$ cat src/rtl/mem_arbiter.sv
// ---------------------------------------------------------------------------
// mem_arbiter
//
// Shares the single memory port between the instruction-fetch requester
// (I-port) and the memory-stage requester (D-port). Requests are serialised
// onto one variable-latency req/ack memory bus. The winning requester gets
// its read data and a one-cycle ack. A watchdog aborts transactions that
// never see mem_ack. An aborted transaction returns zero data, and bus_err
// pulses together with the ack.
//
// Optional feature macro: ARB_ROUND_ROBIN_EN
//   undefined : fixed priority, D-port wins over I-port
//   defined   : alternating priority driven by a 1-bit last-grant register
//               (reset value = I, so the first contended grant goes to D)
//
// Parameters
//   TIMEOUT : maximum BUSY cycles without mem_ack before abort (0 = off)
//   CNT_W   : watchdog counter width (TIMEOUT must fit)
//
// Ports
//   clk, rst                 clock, asynchronous active-high reset
//   i_req/i_addr             instruction read request (held until i_ack)
//   i_rdata/i_ack            instruction read data, completion pulse
//   d_req/d_wr/d_sz/d_addr/d_wdata
//                            data request (held until d_ack)
//   d_rdata/d_ack            data read data, completion pulse
//   bus_err                  pulses with the ack of a watchdog-aborted access
//   mem_req/mem_wr/mem_sz/mem_addr/mem_wdata
//                            registered copy of the granted request
//   mem_ack/mem_rdata        memory completion and read data
//
// state   | meaning
// --------+----------------------------------------------------------
// IDLE    | no transaction on the bus; arbitrate eligible requests
// BUSY_I  | I-port request on the bus, waiting for mem_ack/timeout
// BUSY_D  | D-port request on the bus, waiting for mem_ack/timeout
// ---------------------------------------------------------------------------
module mem_arbiter #(
   parameter int unsigned TIMEOUT = 255,
   parameter int unsigned CNT_W   = 8
) (
   input  logic        clk,
   input  logic        rst,
   // instruction port
   input  logic        i_req,
   input  logic [31:0] i_addr,
   output logic [31:0] i_rdata,
   output logic        i_ack,
   // data port
   input  logic        d_req,
   input  logic        d_wr,
   input  logic [1:0]  d_sz,
   input  logic [31:0] d_addr,
   input  logic [31:0] d_wdata,
   output logic [31:0] d_rdata,
   output logic        d_ack,
   // status
   output logic        bus_err,
   // memory bus
   output logic        mem_req,
   output logic        mem_wr,
   output logic [1:0]  mem_sz,
   output logic [31:0] mem_addr,
   output logic [31:0] mem_wdata,
   input  logic        mem_ack,
   input  logic [31:0] mem_rdata
);

   localparam logic [1:0] ACCESS_SZ_BYTE = 2'b00;
   localparam logic [1:0] ACCESS_SZ_HALF = 2'b01;
   localparam logic [1:0] ACCESS_SZ_WORD = 2'b10;

   localparam logic [1:0] ST_IDLE   = 2'd0;
   localparam logic [1:0] ST_BUSY_I = 2'd1;
   localparam logic [1:0] ST_BUSY_D = 2'd2;

   localparam logic             WD_EN  = (TIMEOUT != 0);
   localparam logic [CNT_W-1:0] WD_TC  = CNT_W'(TIMEOUT);
   localparam logic [CNT_W-1:0] CNT_ONE = CNT_W'(1);

   logic [1:0]       r_state;
   logic [CNT_W-1:0] r_cnt;

   logic             r_mem_req;
   logic             r_mem_wr;
   logic [1:0]       r_mem_sz;
   logic [31:0]      r_mem_addr;
   logic [31:0]      r_mem_wdata;

   logic [31:0]      r_i_rdata;
   logic [31:0]      r_d_rdata;
   logic             r_i_ack;
   logic             r_d_ack;
   logic             r_bus_err;

   logic             w_i_elig;
   logic             w_d_elig;
   logic             w_grant_i;
   logic             w_grant_d;
   logic             w_busy;
   logic             w_done;
   logic             w_abort;

   // A port whose ack is high this cycle is about to drop its request, so
   // its still-asserted req must not be granted a second time.
   assign w_i_elig = i_req & ~r_i_ack;
   assign w_d_elig = d_req & ~r_d_ack;

`ifdef ARB_ROUND_ROBIN_EN
   // 1 = last grant went to D, 0 = last grant went to I
   logic r_last_d;

   // Under contention the port that did not win last time goes first.
   assign w_grant_d = (r_state == ST_IDLE) & w_d_elig & (~w_i_elig | ~r_last_d);

   always_ff @(posedge clk or posedge rst) begin
      if (rst) begin
         r_last_d <= 1'b0;
      end else if (w_grant_d) begin
         r_last_d <= 1'b1;
      end else if (w_grant_i) begin
         r_last_d <= 1'b0;
      end
   end
`else
   // The memory stage holds the older instruction, so D always wins.
   assign w_grant_d = (r_state == ST_IDLE) & w_d_elig;
`endif

   assign w_grant_i = (r_state == ST_IDLE) & w_i_elig & ~w_grant_d;

   assign w_busy  = (r_state == ST_BUSY_I) | (r_state == ST_BUSY_D);
   // A real completion takes precedence over a watchdog expiry in the
   // same cycle.
   assign w_done  = w_busy & mem_ack;
   assign w_abort = w_busy & ~mem_ack & WD_EN & (r_cnt == WD_TC);

   // -----------------------------------------------------------------------
   // State register
   // -----------------------------------------------------------------------
   always_ff @(posedge clk or posedge rst) begin
      if (rst) begin
         r_state <= ST_IDLE;
      end else begin
         case (r_state)
            ST_IDLE: begin
               if (w_grant_d) begin
                  r_state <= ST_BUSY_D;
               end else if (w_grant_i) begin
                  r_state <= ST_BUSY_I;
               end
            end
            ST_BUSY_I,
            ST_BUSY_D: begin
               if (w_done || w_abort) begin
                  r_state <= ST_IDLE;
               end
            end
            default: r_state <= ST_IDLE;
         endcase
      end
   end

   // -----------------------------------------------------------------------
   // Watchdog counter: cleared at grant, counts BUSY cycles without ack
   // -----------------------------------------------------------------------
   always_ff @(posedge clk or posedge rst) begin
      if (rst) begin
         r_cnt <= '0;
      end else if (w_grant_d || w_grant_i) begin
         r_cnt <= '0;
      end else if (w_busy && !mem_ack && !w_abort) begin
         r_cnt <= r_cnt + CNT_ONE;
      end
   end

   // -----------------------------------------------------------------------
   // Memory bus request registers; fields only change at grant so they
   // stay stable for the whole BUSY state.
   // -----------------------------------------------------------------------
   always_ff @(posedge clk or posedge rst) begin
      if (rst) begin
         r_mem_req   <= 1'b0;
         r_mem_wr    <= 1'b0;
         r_mem_sz    <= ACCESS_SZ_WORD;
         r_mem_addr  <= '0;
         r_mem_wdata <= '0;
      end else if (w_grant_d) begin
         r_mem_req   <= 1'b1;
         r_mem_wr    <= d_wr;
         r_mem_sz    <= d_sz;
         r_mem_addr  <= d_addr;
         r_mem_wdata <= d_wdata;
      end else if (w_grant_i) begin
         r_mem_req   <= 1'b1;
         r_mem_wr    <= 1'b0;
         r_mem_sz    <= ACCESS_SZ_WORD;
         r_mem_addr  <= i_addr;
         r_mem_wdata <= '0;
      end else if (w_done || w_abort) begin
         r_mem_req   <= 1'b0;
      end
   end

   // -----------------------------------------------------------------------
   // Completion: ack/err pulses and read data, one cycle after the bus ends
   // -----------------------------------------------------------------------
   always_ff @(posedge clk or posedge rst) begin
      if (rst) begin
         r_i_ack   <= 1'b0;
         r_d_ack   <= 1'b0;
         r_bus_err <= 1'b0;
         r_i_rdata <= '0;
         r_d_rdata <= '0;
      end else begin
         r_i_ack   <= (w_done || w_abort) && (r_state == ST_BUSY_I);
         r_d_ack   <= (w_done || w_abort) && (r_state == ST_BUSY_D);
         r_bus_err <= w_abort;
         if (r_state == ST_BUSY_I) begin
            if (w_done) begin
               r_i_rdata <= mem_rdata;
            end else if (w_abort) begin
               r_i_rdata <= '0;
            end
         end
         if (r_state == ST_BUSY_D) begin
            if (w_done) begin
               r_d_rdata <= mem_rdata;
            end else if (w_abort) begin
               r_d_rdata <= '0;
            end
         end
      end
   end

   assign mem_req   = r_mem_req;
   assign mem_wr    = r_mem_wr;
   assign mem_sz    = r_mem_sz;
   assign mem_addr  = r_mem_addr;
   assign mem_wdata = r_mem_wdata;
   assign i_rdata   = r_i_rdata;
   assign d_rdata   = r_d_rdata;
   assign i_ack     = r_i_ack;
   assign d_ack     = r_d_ack;
   assign bus_err   = r_bus_err;

endmodule

$ cat config.mk
export PLATFORM = sky130hd
export DESIGN_NAME = mem_arbiter
export DESIGN_NICKNAME = d
export VERILOG_FILES = /design/src/rtl/mem_arbiter.sv
export SDC_FILE = /design/constraint.sdc
export NUM_CORES = 1
export LEC_CHECK = 0
export ABC_AREA = 0
export ABC_CLOCK_PERIOD_IN_PS = 6800
export CORE_MARGIN = 10
export CORE_UTILIZATION = 44
export DETAILED_ROUTE_END_ITERATION = 6
export HOLD_SLACK_MARGIN = 0.02
export PLACE_DENSITY = 0.93
export SYNTH_ARGS = -nofsm -noshare
export SYNTH_HDL_FRONTEND = slang
export SYNTH_SLANG_ARGS = --single-unit
export TNS_END_PERCENT = 5
$ cat constraint.sdc
create_clock -name clk -period 6.8 [get_ports clk]
set_clock_uncertainty 0.2 [all_clocks]
set_input_delay 0.68 -clock clk [delete_from_list [all_inputs] [get_ports clk]]
set_output_delay 0.68 -clock clk [all_outputs]
set_load 0.1 [all_outputs]
-- Word-level counts from Yosys, hierarchy flattened
Cells that the tools add are included.
- register bits: 145
- word-level logic and storage cells: 67
- $add $sub $neg: 1
- equality and inequality tests: 5
- mux-type cells: 19
- bitwise operators: 13
- reduce and logical (&&, ||, !) cells: 17
- operator list (operator ; count):
    2-to-1 mux 32 bit ; 6
    2-to-1 mux 8 bit ; 2
    2-to-1 mux 2 bit ; 5
    adder 8 x 1 -> 8 bit, second input constant ; 1
    bitwise AND 1 bit ; 8
    == test 8 bit, second input constant ; 1
    AND reduction 2 bit ; 3
    nonzero test 2 bit ; 3
    2-to-1 mux 1 bit ; 5
    logical AND 1 bit ; 4
    NOT 1 bit ; 4
    case mux 2 bit (2 select lines) ; 1
    inequality test 3 bit, second input constant ; 1
    nonzero test 3 bit ; 1
    == test 2 x 1 -> 1 bit, second input constant ; 1
    == test 2 bit, second input constant ; 1
    logical NOT 1 bit ; 2
    logical NOT 2 bit ; 1
    logical OR 1 bit ; 2
    inequality test 2 bit, second input constant ; 1
    OR reduction 2 bit ; 1
    bitwise OR 1 bit ; 1

-- Longest topological paths before layout
- word-level depth: 8
- mapped depth: 8
- depth with buffers taken out: 6

-- Worst setup path after synthesis
Ideal clock, no wire load.
- path type: register to register
- start: register r_i_ack (netlist: i_ack)
- end: register r_mem_wdata[10] (netlist: mem_wdata[10])
- setup time: 69 ps
- arrival time: 1973 ps
- required time: 6531 ps
- setup slack: 4558 ps
- cell stages (with the launch flop): 5
- path buffers: 1
- cells stage by stage: dfrtp_1 > nor2b_1 > o21ai_1 > clkbuf_1 > a22o_1
- cells in the longest elaborated chain, start to end: 5
- ends and longest elaborated chain (element ; line ; RTL):
    from (decl) ; 92 ; logic r_i_ack;
    from (signal assigned) ; 216 ; r_i_ack <= (w_done || w_abort) && (r_state == ST_BUSY_I);
    NOT 1 bit ; 106 ; assign w_i_elig = i_req & ~r_i_ack;
    bitwise AND 1 bit ; 106 ;
    bitwise AND 1 bit (2 in series) ; 130 ; assign w_grant_i = (r_state == ST_IDLE) & w_i_elig & ~w_grant_d;
    nonzero test 2 bit (no line) ; - ;
    to (signal assigned) ; 193 ; r_mem_wdata <= d_wdata;
    to (decl) ; 88 ; logic [31:0] r_mem_wdata;
No other way between the ends.
A chain may end at the register's enable or synchronous reset.

-- Worst setup path after layout
- start: register r_state[1]
- end: register r_mem_addr[31] (netlist: mem_addr[31])
- cells in the longest elaborated chain, start to end: 5
- elaborated cells between the ends (all ways): 7
- those cells by class: mux: 1; bitwise: 4; reduce/logical: 2
- ends and longest elaborated chain (element ; line ; RTL):
    from (decl) ; 81 ; logic [1:0] r_state;
    from (signal assigned) ; 143 ; r_state <= ST_IDLE;
    from (signal assigned) ; 148 ; r_state <= ST_BUSY_D;
    from (signal assigned) ; 150 ; r_state <= ST_BUSY_I;
    logical NOT 2 bit * ; 127, 130 ;
    bitwise AND 1 bit ; 127 ; assign w_grant_d = (r_state == ST_IDLE) & w_d_elig;
    NOT 1 bit ; 130 ;
    bitwise AND 1 bit ; 130 ;
    nonzero test 2 bit (no line) ; - ;
    to (signal assigned) ; 192 ; r_mem_addr <= d_addr;
    to (signal assigned) ; 198 ; r_mem_addr <= i_addr;
    to (decl) ; 87 ; logic [31:0] r_mem_addr;
Mark *: on every way between the ends. The rest lies on a longest branch, timed or not.

==> results.txt <==
The floorplan has 41 rows. The tools report the number of hold violations in the final report as 0. The die footprint was 18,070 sq um. The region available for standard cell placement spans 12,720 sq um. The most used cell along the critical path was inv_1. The fraction of synthesized area in multiplexers was 0.1737%. The number of input and output port buffers inserted came out at 270. The library cells used most frequently in the layout, excluding fill and tap cells, are clkdlybuf4s50_1 (270), dfrtp_1 (144), a32o_1 (64), nor2_1 (36), a22o_1 (34). The critical path required time was 6.92 ns; the achievable clock frequency was 327.1 MHz. The run finished with clean final reports.

The tools report the hold path startpoint as mem_req. For this configuration, the core starts out at a cell density of 45.29%. Hold timing on the final database bottoms out at a slack of 0.2796 ns. Setup slack on the worst reg-to-reg path comes out at 3.74 ns. Along the worst path, the maximum fanout reaches 46. In this run the cell area of the synthesized design comes to 5762 sq um. The post-CTS clock slew at the launch and capture registers of the worst setup and hold paths was 0.06 ns. The H-tree was split into 4 levels. The longest clock path from root to sink contains 2 buffers. The repair_antennas step left the layout with diodes totalling 0. Counting I/O delays and the setup requirement, the final critical path takes 3.057 ns. Sequential elements use 63.00% of the synthesized area. Synthesis instantiated 39 different standard cells from the library. The number of hold buffers added after CTS is 0, and the placer's final routability congestion estimate is 0.8527. The tool flagged a number of max-cap violations equal to 0. Setup repair after global routing left no endpoint under its margin. Gates resized during post-CTS repair numbered 0. The tools report the endpoint of the lowest-slack register-to-register path as mem_addr[31]. The worst hold path belongs to the class register to register.

The count of final max-slew check failures came out at 0. Critical path class: register to register. Measured along the x axis, the die boundary spans 134.4 um. The first global-routing pass estimated 31,540 um of wire. Synthesis produced a netlist with a net count of 596. The flip-flop and latch count after synthesis was 145; the adder and majority gate portion of the synthesized area was 0.8686%. The logs give 15,090 um for the detailed placement HPWL and 20,490 um for the wire length after detailed routing. Cells fill 71.08% of the core in the end. The number of cell instances on the worst register-to-register path was 6. In this run the vertical extent of the chip is 134.4 um. Library cell used as clock root buffer: clkbuf_16. The final count of negative-setup-slack endpoints came out at 0. The number of search-and-repair iterations in the first detailed-routing pass is 5. Entering global routing, the biggest net connects 79 pins. The run gives 0 as the Yosys warning count. The total routing usage reported by global routing was 22.44%; the post-detailed-route DRC marker count was 0. Dividing the synthesized area by the synthesized cell count gives 12.64 sq um. Summing the areas of all compound-gate instances in the mapped netlist gives 24.04% of the synthesized area. The worst register-to-register path begins at r_state[1].

Number of vias per cell: 5.618. TritonCTS built the clock tree. After synthesis, the largest family of logic cells by area is compound AO/OA/AOI/OAI gates. STA classifies the critical path startpoint as a register. Dividing the detail-routed wire length by the instance count gives 22.99 um.

For the synthesized instance count, the log shows 456. Walking the worst path, the cells encountered are inv_1 > ha_1 > inv_1 > nor2_4 > nand2_1 > a31oi_1. After the flow finishes, the layout carries non-filler instances totaling 891. The number of setup buffers added after CTS came out at 0. The number of buffers created by CTS is 17, and the data arrival time of the worst path is 3.17 ns. Of the total synthesized cell area, the portion taken by AND, OR, NAND and NOR gates is 7.101%.

At the pin with the least slew margin, the transition time is 1.182 ns. The run gives 145 as the clock sink count. After global routing the overflow that remains totals 0.

The endpoint kind of the worst setup timing path is a register. The worst hold path depth was 1; the total I/O pin count was 271. The worst hold path terminates at mem_req. Leaving out fill and tap cells, the most frequent cell in the layout is clkdlybuf4s50_1.

The final critical path takes up 44.96% of the cycle. Post-synthesis share of cell area spent on xor and xnor gates: 0.4560%. The run gives 0 as the number of antenna violations at the first check in global routing. For this design, the slowest cell found on the critical path is nor2_4. For this block, the initial DRC count from the detailed router was 396.

The number of nets with antenna violations after routing was 0; the area added between synthesis and finish was 56.94%. The number of global-route vias before repair was 5,385; the final sum of negative setup slack was 0 ns. Once placement completed, the tool counted placed cells totaling 859.

The worst-case headroom to the max-slew limit was 21.18%; the final layout net count was 846. Across all layers, the routed design uses 5,006 vias. The post-route netlist has 6.537% of its cells at a drive strength greater than 1. The delay of the slowest critical-path stage is 0.88 ns, and the clock network latency to the later pin of the worst-skew pair is 0.41 ns.
critical path, delay by kind of cell, from the launching register on:
| family | cells | cell delay, ns |
|---|---|---|
| AO/OA/AOI/OAI | 1 | 0.25 |
| AND/OR/NAND/NOR | 2 | 1.00 |
| buffers and inverters | 2 | 0.30 |
| adder cells (fa/ha/maj) | 1 | 0.79 |
| flip-flops | 1 | 0.40 |
how the worst max path moves through the flow:
stage	cells after the start	start	endpoint	slack (ns)
3_5_place_dp	5	d_req	mem_addr[31]	3.41
6_report	6	r_state[1]	mem_addr[31]	3.74
2_1_floorplan	1	rst	bus_err	2.03
5_1_grt	6	r_state[1]	mem_addr[5]	3.49
4_1_cts	6	r_state[0]	mem_addr[31]	3.73
3_3_place_gp	5	d_req	mem_addr[0]	3.58
layer usage:
| layer | routed length [um] | GRT usage (%) | up-vias |
|---|---|---|---|
| li1 | - | - | 2240 |
| met4 | 575 | 9.311 | 0 |
| met3 | 2250 | 10.01 | 37 |
| met5 | 0 | 0 | - |
| met1 | 7759 | 25.47 | 2454 |
| met2 | 9902 | 36.05 | 275 |
state kept, by name (all words and copies together) (netlist names):
signal and flops:
r_state 2, mem_wdata 32, d_ack 1, d_rdata 32, mem_req 1, mem_sz 2
mem_wr 1, mem_addr 32, i_rdata 32, i_ack 1, r_cnt 8, bus_err 1
logic make-up after synthesis:
kind of cell,after synthesis
adders and majority gates,4
buffers and inverters,50
muxes,1
DFF,145
AOI/OAI and AO/OA,169
and+or+nand+nor,84
xor gates and xnor gates,3
final cells by class:
| type | instances | area [sq um] |
|---|---|---|
| Clock inverter | 13 | 115.1 |
| Multi-Input combinational cell | 261 | 1886 |
| Sequential cell | 145 | 3630 |
| Timing Repair Buffer | 274 | 2733 |
| Inverter | 7 | 31.28 |
| Fill cell | 857 | 3680 |
| Tap cell | 172 | 215.2 |
| Clock buffer | 19 | 432.9 |
per-stage QoR:
step,worst slack [ns],instance area (sq um)
CTS,3.733,9042
global placement,3.575,8494
detailed placement,3.409,8494
global route,3.486,9042
floorplan,2.027,5762
finish,3.743,9042
Yosys cell counts (all sizes together):
library cell    n  area, sq um
a21o            1        7.510
a21oi          25        125.1
a22o           35        307.8
a31oi          11        68.82
a32o           64        640.6
and2            1        7.510
and2b           1        8.760
and3            2        12.51
buf            23        150.1
clkbuf         20        75.07
dfrtp         144         3603
dfstp           1        26.28
ha              4        50.05
inv             7        26.28
mux2i           1        10.01
nand2          30        112.6
nand2b          1        6.260
nand3           4        45.04
nand4           1        21.27
nor2           37        146.4
nor2b           2        12.51
nor3b           1        7.510
o211ai          4        30.03
o21a            1        7.510
o21ai           4        31.28
o21bai          1        18.77
o22a            1        8.760
o22ai          21        131.4
o31ai           1        7.510
or3             1        6.260
or4             3        22.52
xor2            3        26.28
Power is left out: the tool's default activity adds up to more than one toggle a clock period on the data nets, which glitch-free logic cannot reach.
